[src/rtl/cpu_params_pkg.sv]
// Shared RisKy1 core parameters, load-size and writeback FSM encodings,
// and the memory-to-writeback transfer bundle.
package cpu_params_pkg;

  localparam int unsigned MAX_GPR = 32;
  localparam int unsigned RSZ     = 32;
  localparam int unsigned GPR_ASZ = $clog2(MAX_GPR);

  typedef enum logic [1:0] {
    LD_B = 2'b00,
    LD_H = 2'b01,
    LD_W = 2'b10
  } ld_size_t;

  typedef enum logic {
    IDLE,
    WAIT_LD
  } wb_state_t;

  typedef struct packed {
    logic               rd_wr;
    logic [GPR_ASZ-1:0] rd_addr;
    logic [RSZ-1:0]     rd_data;
    logic               is_ld;
    ld_size_t           ld_size;
    logic               ld_unsigned;
    logic [1:0]         ld_off;
  } mem_wb_t;

  // x0 is hardwired and addresses beyond the implemented file are dropped
  function automatic logic rd_writes(input logic wr, input logic [GPR_ASZ-1:0] addr);
    return wr && (addr != '0) && ({1'b0, addr} < (GPR_ASZ + 1)'(MAX_GPR));
  endfunction

endpackage

[src/rtl/rbus_intf.sv]
// RBUS: single register-file write port from writeback to the GPR block.
interface RBUS_intf;
  import cpu_params_pkg::*;

  logic               Rd_wr;
  logic [GPR_ASZ-1:0] Rd_addr;
  logic [RSZ-1:0]     Rd_data;

  modport master (output Rd_wr, output Rd_addr, output Rd_data);
  modport slave  (input  Rd_wr, input  Rd_addr, input  Rd_data);
endinterface

[src/rtl/wb_stage_ld_align.sv]
// Load data alignment: shifts the addressed byte lane down, then
// sign- or zero-extends to register width according to the access size.
module ld_align
  import cpu_params_pkg::*;
(
  input  logic [RSZ-1:0] data,
  input  ld_size_t       size,
  input  logic           ld_unsigned,
  input  logic [1:0]     off,
  output logic [RSZ-1:0] aligned
);

  logic [RSZ-1:0] shifted;

  always_comb begin
    shifted = data >> {off, 3'b000};
    case (size)
      LD_B:    aligned = {{(RSZ-8){~ld_unsigned & shifted[7]}}, shifted[7:0]};
      LD_H:    aligned = {{(RSZ-16){~ld_unsigned & shifted[15]}}, shifted[15:0]};
      default: aligned = shifted;
    endcase
  end

endmodule

[src/rtl/wb_stage.sv]
// RisKy1 writeback stage: retires ALU results and load responses onto RBUS
// and counts retired instructions. Define WB_FWD_EN to expose fwd_* bypass ports.
module wb_stage
  import cpu_params_pkg::*;
(
  input  logic               clk_in,
  input  logic               reset_in,
  input  logic               mem_valid,
  output logic               mem_rdy,
  input  logic               mem_rd_wr,
  input  logic [GPR_ASZ-1:0] mem_rd_addr,
  input  logic [RSZ-1:0]     mem_rd_data,
  input  logic               mem_is_ld,
  input  logic [1:0]         mem_ld_size,
  input  logic               mem_ld_unsigned,
  input  logic [1:0]         mem_ld_off,
  input  logic               ld_rsp_valid,
  input  logic [RSZ-1:0]     ld_rsp_data,
  input  logic               ld_rsp_err,
  RBUS_intf.master           gpr_bus,
  output logic               ld_fault,
  output logic [63:0]        instret
`ifdef WB_FWD_EN
  ,
  output logic               fwd_valid,
  output logic [GPR_ASZ-1:0] fwd_addr,
  output logic [RSZ-1:0]     fwd_data
`endif
);

  wb_state_t          state;
  mem_wb_t            mem;
  logic               cap_wr;
  logic [GPR_ASZ-1:0] cap_addr;
  ld_size_t           cap_size;
  logic               cap_unsigned;
  logic [1:0]         cap_off;
  logic [RSZ-1:0]     ld_aligned;

  always_comb begin
    mem             = '0;
    mem.rd_wr       = mem_rd_wr;
    mem.rd_addr     = mem_rd_addr;
    mem.rd_data     = mem_rd_data;
    mem.is_ld       = mem_is_ld;
    mem.ld_size     = ld_size_t'(mem_ld_size);
    mem.ld_unsigned = mem_ld_unsigned;
    mem.ld_off      = mem_ld_off;
  end

  assign mem_rdy = (state == IDLE);

  ld_align u_ld_align (
    .data        (ld_rsp_data),
    .size        (cap_size),
    .ld_unsigned (cap_unsigned),
    .off         (cap_off),
    .aligned     (ld_aligned)
  );

  always_ff @(posedge clk_in) begin
    if (reset_in) begin
      state           <= IDLE;
      gpr_bus.Rd_wr   <= 1'b0;
      gpr_bus.Rd_addr <= '0;
      gpr_bus.Rd_data <= '0;
      ld_fault        <= 1'b0;
      instret         <= '0;
      cap_wr          <= 1'b0;
      cap_addr        <= '0;
      cap_size        <= LD_B;
      cap_unsigned    <= 1'b0;
      cap_off         <= '0;
    end else begin
      gpr_bus.Rd_wr <= 1'b0;
      ld_fault      <= 1'b0;
      case (state)
        IDLE: begin
          if (mem_valid) begin
            if (!mem.is_ld) begin
              gpr_bus.Rd_wr   <= rd_writes(mem.rd_wr, mem.rd_addr);
              gpr_bus.Rd_addr <= mem.rd_addr;
              gpr_bus.Rd_data <= mem.rd_data;
              instret         <= instret + 64'd1;
            end else begin
              cap_wr       <= mem.rd_wr;
              cap_addr     <= mem.rd_addr;
              cap_size     <= mem.ld_size;
              cap_unsigned <= mem.ld_unsigned;
              cap_off      <= mem.ld_off;
              state        <= WAIT_LD;
            end
          end
        end
        WAIT_LD: begin
          if (ld_rsp_valid) begin
            state           <= IDLE;
            gpr_bus.Rd_addr <= cap_addr;
            if (ld_rsp_err) begin
              ld_fault <= 1'b1;
            end else begin
              gpr_bus.Rd_wr   <= rd_writes(cap_wr, cap_addr);
              gpr_bus.Rd_data <= ld_aligned;
              instret         <= instret + 64'd1;
            end
          end
        end
        default: state <= IDLE;
      endcase
    end
  end

`ifdef WB_FWD_EN
  assign fwd_valid = gpr_bus.Rd_wr;
  assign fwd_addr  = gpr_bus.Rd_addr;
  assign fwd_data  = gpr_bus.Rd_data;
`endif

endmodule

[src/flat_wrapper.sv]
// flat-port wrapper written by rule: the top's interface ports become plain ports
module wb_stage_flat import cpu_params_pkg::*;
  (clk_in, reset_in, mem_valid, mem_rdy, mem_rd_wr, mem_rd_addr, mem_rd_data, mem_is_ld, mem_ld_size, mem_ld_unsigned, mem_ld_off, ld_rsp_valid, ld_rsp_data, ld_rsp_err, ld_fault, instret, gpr_bus_Rd_wr, gpr_bus_Rd_addr, gpr_bus_Rd_data);
  RBUS_intf gpr_bus_i ();
  input  logic clk_in;
  input  logic reset_in;
  input  logic mem_valid;
  output logic mem_rdy;
  input  logic mem_rd_wr;
  input  logic [GPR_ASZ-1:0] mem_rd_addr;
  input  logic [RSZ-1:0] mem_rd_data;
  input  logic mem_is_ld;
  input  logic [1:0] mem_ld_size;
  input  logic mem_ld_unsigned;
  input  logic [1:0] mem_ld_off;
  input  logic ld_rsp_valid;
  input  logic [RSZ-1:0] ld_rsp_data;
  input  logic ld_rsp_err;
  output logic ld_fault;
  output logic [63:0] instret;
  output wire logic [$bits(gpr_bus_i.Rd_wr)-1:0] gpr_bus_Rd_wr;
  output wire logic [$bits(gpr_bus_i.Rd_addr)-1:0] gpr_bus_Rd_addr;
  output wire logic [$bits(gpr_bus_i.Rd_data)-1:0] gpr_bus_Rd_data;
  assign gpr_bus_Rd_wr = gpr_bus_i.Rd_wr;
  assign gpr_bus_Rd_addr = gpr_bus_i.Rd_addr;
  assign gpr_bus_Rd_data = gpr_bus_i.Rd_data;
  wb_stage u_core (.clk_in(clk_in), .reset_in(reset_in), .mem_valid(mem_valid), .mem_rdy(mem_rdy), .mem_rd_wr(mem_rd_wr), .mem_rd_addr(mem_rd_addr), .mem_rd_data(mem_rd_data), .mem_is_ld(mem_is_ld), .mem_ld_size(mem_ld_size), .mem_ld_unsigned(mem_ld_unsigned), .mem_ld_off(mem_ld_off), .ld_rsp_valid(ld_rsp_valid), .ld_rsp_data(ld_rsp_data), .ld_rsp_err(ld_rsp_err), .gpr_bus(gpr_bus_i), .ld_fault(ld_fault), .instret(instret));
endmodule
[config.mk]
export PLATFORM = sky130hd
export DESIGN_NAME = wb_stage_flat
export DESIGN_NICKNAME = d
export VERILOG_FILES = /design/src/rtl/cpu_params_pkg.sv /design/src/rtl/rbus_intf.sv /design/src/rtl/wb_stage_ld_align.sv /design/src/rtl/wb_stage.sv /design/src/flat_wrapper.sv
export SDC_FILE = /design/constraint.sdc
export NUM_CORES = 1
export LEC_CHECK = 0
export ABC_AREA = 1
export BUFFER_PORTS_ARGS = -buffer_cell sky130_fd_sc_hd__buf_2
export CORE_MARGIN = 10
export CORE_UTILIZATION = 45
export DETAILED_ROUTE_END_ITERATION = 10
export HOLD_SLACK_MARGIN = 0.02
export PLACE_DENSITY_LB_ADDON = 0.08
export SLEW_MARGIN = 30
export SYNTH_ARGS = -nofsm -noshare
export SYNTH_HDL_FRONTEND = slang
export SYNTH_HIERARCHICAL = 1
export SYNTH_SLANG_ARGS = --single-unit
[constraint.sdc]
create_clock -name clk_in -period 1.6 [get_ports clk_in]
set_clock_uncertainty 0.15 [all_clocks]
set_input_delay 0 -clock clk_in [delete_from_list [all_inputs] [get_ports clk_in]]
set_output_delay 0 -clock clk_in [all_outputs]
set_load 0.02 [all_outputs]
After elaboration in Yosys (flattened, before gate mapping) --
Index checks and enable logic that the tools add are counted.
Word-level totals: bits of input ports 81, output and inout port bits 104, flip-flop bits (word level) 115, logic and storage cells 57
Cells by class: reductions and logical operators 9, equal/unequal tests 5, bitwise gates (word level) 5, add/subtract/negate cells 1, shifts and indexed selects 1, multiplexer cells 25
Operators with widths (count):
- two-way mux 64 bit | 4
- two-way mux 32 bit | 4
- one-hot mux 32 bit (2 select lines) | 2
- one-hot mux 64 bit (2 select lines) | 1
- adder 64 x 1 -> 64 bit, second input constant | 1
- right shift 32 x 5 -> 32 bit | 1
- two-way mux 5 bit | 3
- one-hot mux 5 bit (2 select lines) | 1
- nonzero test 5 bit | 2
- two-way mux 1 bit | 8
- inequality test 2 bit, second input constant | 4
- AND reduction 3 bit | 2
- one-hot mux 1 bit (2 select lines) | 2
- AND reduction 4 bit | 1
- NOT 1 bit | 3
- OR reduction 3 bit | 1
- AND 1 bit | 2
- == test 2 x 1 -> 1 bit, second input constant | 1
- logical AND 1 bit | 2
- logical NOT 2 bit | 1

Longest topological paths before layout --
depth in word-level cells 6, gate-level depth with buffers 11, gate-level depth less buffers 11

Hierarchy --
Netlist, hierarchy kept.
By module, submodules not included:
- wb_stage | instances 1, area each 5998.3 sq um, cells each 923
- ld_align | instances 1, area each 903.4 sq um, cells each 174

Worst setup path before layout --
No wires, ideal clock.
path kind register to register, start register u_core.instret[0], end register u_core.instret[52], slack -237 ps, period minus slack after synthesis 1837 ps, buffers on the path 0, cell stages (with the launch flop) 11, data arrival time 1577 ps, library setup time 110 ps, cell sequence dfxtp_1 ha_1 nand3_2 inv_1 nand2_2 nor2_4 nand3_2 nor2_1 nand3_1 nand2_1 nor2_1
On the way: word-level cells in the longest chain between the ends 4, elaborated cells between the ends (all ways) 6
Ends and longest elaborated chain:
- from (decl) | RTL line wb_stage.sv:22 | output logic [63:0] instret
- from (signal assigned) | RTL line wb_stage.sv:84 | instret <= instret + 64'd1;
- from (signal assigned) | RTL line wb_stage.sv:104 | instret <= instret + 64'd1;
- adder 64 x 1 -> 64 bit (*) | RTL line wb_stage.sv:84, wb_stage.sv:104
- two-way mux 64 bit (on tied branches) | RTL line wb_stage.sv:99, wb_stage.sv:80
- two-way mux 64 bit (on tied branches) | RTL line wb_stage.sv:96, wb_stage.sv:79
- one-hot mux 64 bit (2 select lines) (*) | RTL line wb_stage.sv:77 | case (state)
Mark *: on every way between the ends. The rest lies on a longest branch, timed or not. The select of a mux whose other input is x is not followed. A chain may end at the register's enable or synchronous reset.

Worst setup path in the final report --
start register u_core.instret[22], end register u_core.instret[51]
Same word-level chain as after synthesis.

==> impl_results.md <==
* Row Count at 45
* Clock tree sinks at 115
* Clk_lat worst skew at roughly 430 ps
* Slew Limit Fails at 0
* Number of synthesized flops with an enable pin at 0
* Launch point of the worst reg-to-reg path: u_core/instret[22]
* Reg2Reg Depth at 7
* Crit-path max cell delay at 420 ps
* H-Tree Depth at 4
* R2R setup slack at -140 ps
* Top-Level Pins at 185
* Slew @ Worst Pin at slightly above 400 ps
* CP Max Fanout at 5
* Failing checks: negative setup slack
* Period minus WS final at 1740 ps
* Wire length of the first global-routing pass at 45.9 mm
* Die width at 144 µm
* Startpoint type of the worst setup path: register
* Die Span Y at ~140 µm
* DP Worst Slack at -281 ps
* CP arrival at 1920 ps
* Largest area contributor in the netlist: dfxtp_1
* Max-Cap Viols at 0
* Worst hold margin at about 73 ps
* Tot Pwr at 8.49 mW
* Worst EP required at roughly 1800 ps
* Worst vdd ir at 0.770 mV
* DIE AREA at 20,700 µm²
* Clock-pin slew on the worst setup and hold paths at 60 ps
* Pleak at approximately 5.7 nW
* CTS max path bufs at 2
* Reg-to-reg endpoint: u_core/instret[51]
* Cell area after synthesis at about 6900 µm²
* Cell variety after synth at 40
* HP Class: input pin to register
* Initial Util at 0.457
* Crit-path slowest cell: dfxtp_2
* Placed Area at roughly 9200 µm²
* Total nets after synthesis at 1,179
* Grt total ovfl at 0
* Relative max-transition margin at 0.732
* End of the critical path: u_core/instret[51]
* CP Launch Point: u_core/instret[22]
* Hpwl dp at 20.4 mm
* Top post-synthesis cells by area: dfxtp_1, nand2_1, nor2_1
* Syn-to-layout area delta at 76.1%
* Setup CP Type: register to register
* CTS Buf Count at 17
* Warnings, synthesis at 6
* Outcome: finished with violations
* Worst setup margin at -143 ps
* Most common cell in the netlist: nand2_1
* Vias post-DR at 9,691
* Drt wl/cell at between 15 and 20 µm
* Critical path depth at 7
* Post-Syn Instances at 1,097
* All-Layer GR Usage at 0.277
* Share of post-route cells with drive strength above 1 at 0.455
* DR vias/cell at about 5.5
* Drt pass-1 iters at 8
* FMAX at 574 MHz
* Dominant synthesized flop cell: dfxtp_1
* Pwr Density at 698 nW/µm²
* CP Capture Type: register
* Register area share after synthesis at 0.334
* Post-synth top cells: nand2_1, nor2_1, dfxtp_1
* Drc violations at 0
* Fraction of registers with async set/reset at 0
* Crit-path leading delay family: simple AND/OR/NAND/NOR gates
* Core Region at 15,100 µm²
* Port Buf Inserts at 184
* Global placement routability congestion at 0.978
* Root Driver: clkbuf_16
* RSZ-0062 raised after global routing: true
* Finish-stage setup viols at between 60 and 70
* #FFs+latches synth at 115
* Final Hold Fails at 0
* Final antenna-violating net count at 0
* CP Cell Sequence: nand4_1, nor2_4, nand2_2, nor2_4, nand4_1, nand2_1, nor2_1
* NumNets Final at 1,632
* Pin count of the biggest net entering global routing at 55
* Design area at approximately 12,000 µm²
* Vias in the first global route at 8,894
* Area share of the largest cell type after synthesis at 0.334
* CP Buf/Inv Count at 0
* First-iteration detailed-routing DRC count at 1,012
* Total wire length at 32.4 mm
* CTS tree: yes
* Initial antenna violation count at 2
* Avg Synthesized Cell Area at 6.29 µm²
* Final period util at 1.09
* Hold path startpoint: ld_rsp_err
-- metal layers --
metal  part of all wire  track usage  vias up
li1                   -            -     4494
met1               0.38        0.332     4473
met2               0.49        0.465      597
met3              0.090       0.0614      127
met4              0.045        0.121        0
met5                  0            0        -
-- worst reg2reg max path, delay by kind of cell, from the launching register on --
kind             cells  cell delay (ps)
AND/OR/NAND/NOR      7             1080
flip-flops           1              420
-- layout by cell type (no fill, tap or decap), drive strengths merged, types with 2 or more instances in the layout --
cell type / count
nor3b: 3
clkinv: 5
nor3: 16
dlygate4sd3: 81
nand4: 30
xor2: 5
a22oi: 2
a211oi: 3
nand3b: 2
clkinvlp: 4
o21a: 4
inv: 110
xnor2: 3
o21ai: 64
nand2: 325
nand3: 96
and2: 2
nor2: 191
clkbuf: 21
a21oi: 43
buf: 392
dfxtp: 115
diode: 2
a31oi: 39
-- cell type report --
cell class / count / area (µm²)
Antenna cell: 2 / 5.00
Clock buffer: 18 / 439
Clock inverter: 14 / 143
Fill cell: 991 / 2940
Inverter: 105 / 410
Multi-Input combinational cell: 834 / 4910
Sequential cell: 115 / 2410
Tap cell: 188 / 235
Timing Repair Buffer: 476 / 3590
Timing Repair inverter: 1 / 7.51
-- stage by stage --
step | TNS [ps] | std cells | utilization
finish | -4360 | 1753 | 0.805
global route | -9490 | 1753 | 0.805
CTS | -1010 | 1722 | 0.736
detailed placement | -9180 | 1594 | 0.610
global placement | -6250 | 1594 | 0.610
floorplan | -4.85 | 1097 | -
-- worst min path at each step --
| stage | end | slack [ps] | depth (start not counted) |
|---|---|---|---|
| 3_5_place_dp | u_core/cap_unsigned | 110 | 3 |
| 2_1_floorplan | u_core/cap_addr[0] | 8 | 2 |
| 3_3_place_gp | u_core/cap_unsigned | 110 | 3 |
| 4_1_cts | u_core/instret[16] | 60 | 8 |
| 5_1_grt | u_core/instret[29] | 90 | 6 |
| 6_report | u_core/instret[29] | 70 | 6 |
-- where the power goes --
group          internal [mW]  total (mW)  switching [mW]
Clock                   2.22        3.82            1.60
Sequential              2.94        3.02          0.0739
Combinational          0.746        1.65           0.906
Total                   5.91        8.49            2.58
-- cell families (layout without fill, tap and decap cells) --
group                      count (synthesis)  in the layout  share of synthesized area
and+or+nand+nor                          666            668                      0.437
AOI/OAI and AO/OA                        157            157                      0.125
buffers and inverters                    150            614                     0.0925
DFF                                      115            115                      0.334
xor gates and xnor gates                   8              8                     0.0102
adders and majority gates                  1              1                    0.00181
other                                      0              2                          0
-- what timing repair did --
item / CTS / global route
pin swaps: 30 / 85
setup endpoints to repair: 103 / 99
hold endpoints to repair: 108 / 0
cloned: 2 / 4
gates resized for setup: 106 / 221
hold buffers: 81 / 0
buffers inserted: 13 / 25
-- flip-flops by register name, summed over array words and instances, names as in the netlist --
| name | count |
|---|---|
| u_core/instret | 64 |
| u_core/cap_size | 2 |
| u_core/gpr_bus.Rd_addr | 5 |
| u_core/cap_off | 2 |
| u_core/cap_wr | 1 |
| u_core/ld_fault | 1 |
| u_core/state | 1 |
| u_core/gpr_bus.Rd_data | 32 |
| u_core/gpr_bus.Rd_wr | 1 |
| u_core/cap_unsigned | 1 |
| u_core/cap_addr | 5 |
Power figures use the tool's default switching activity.
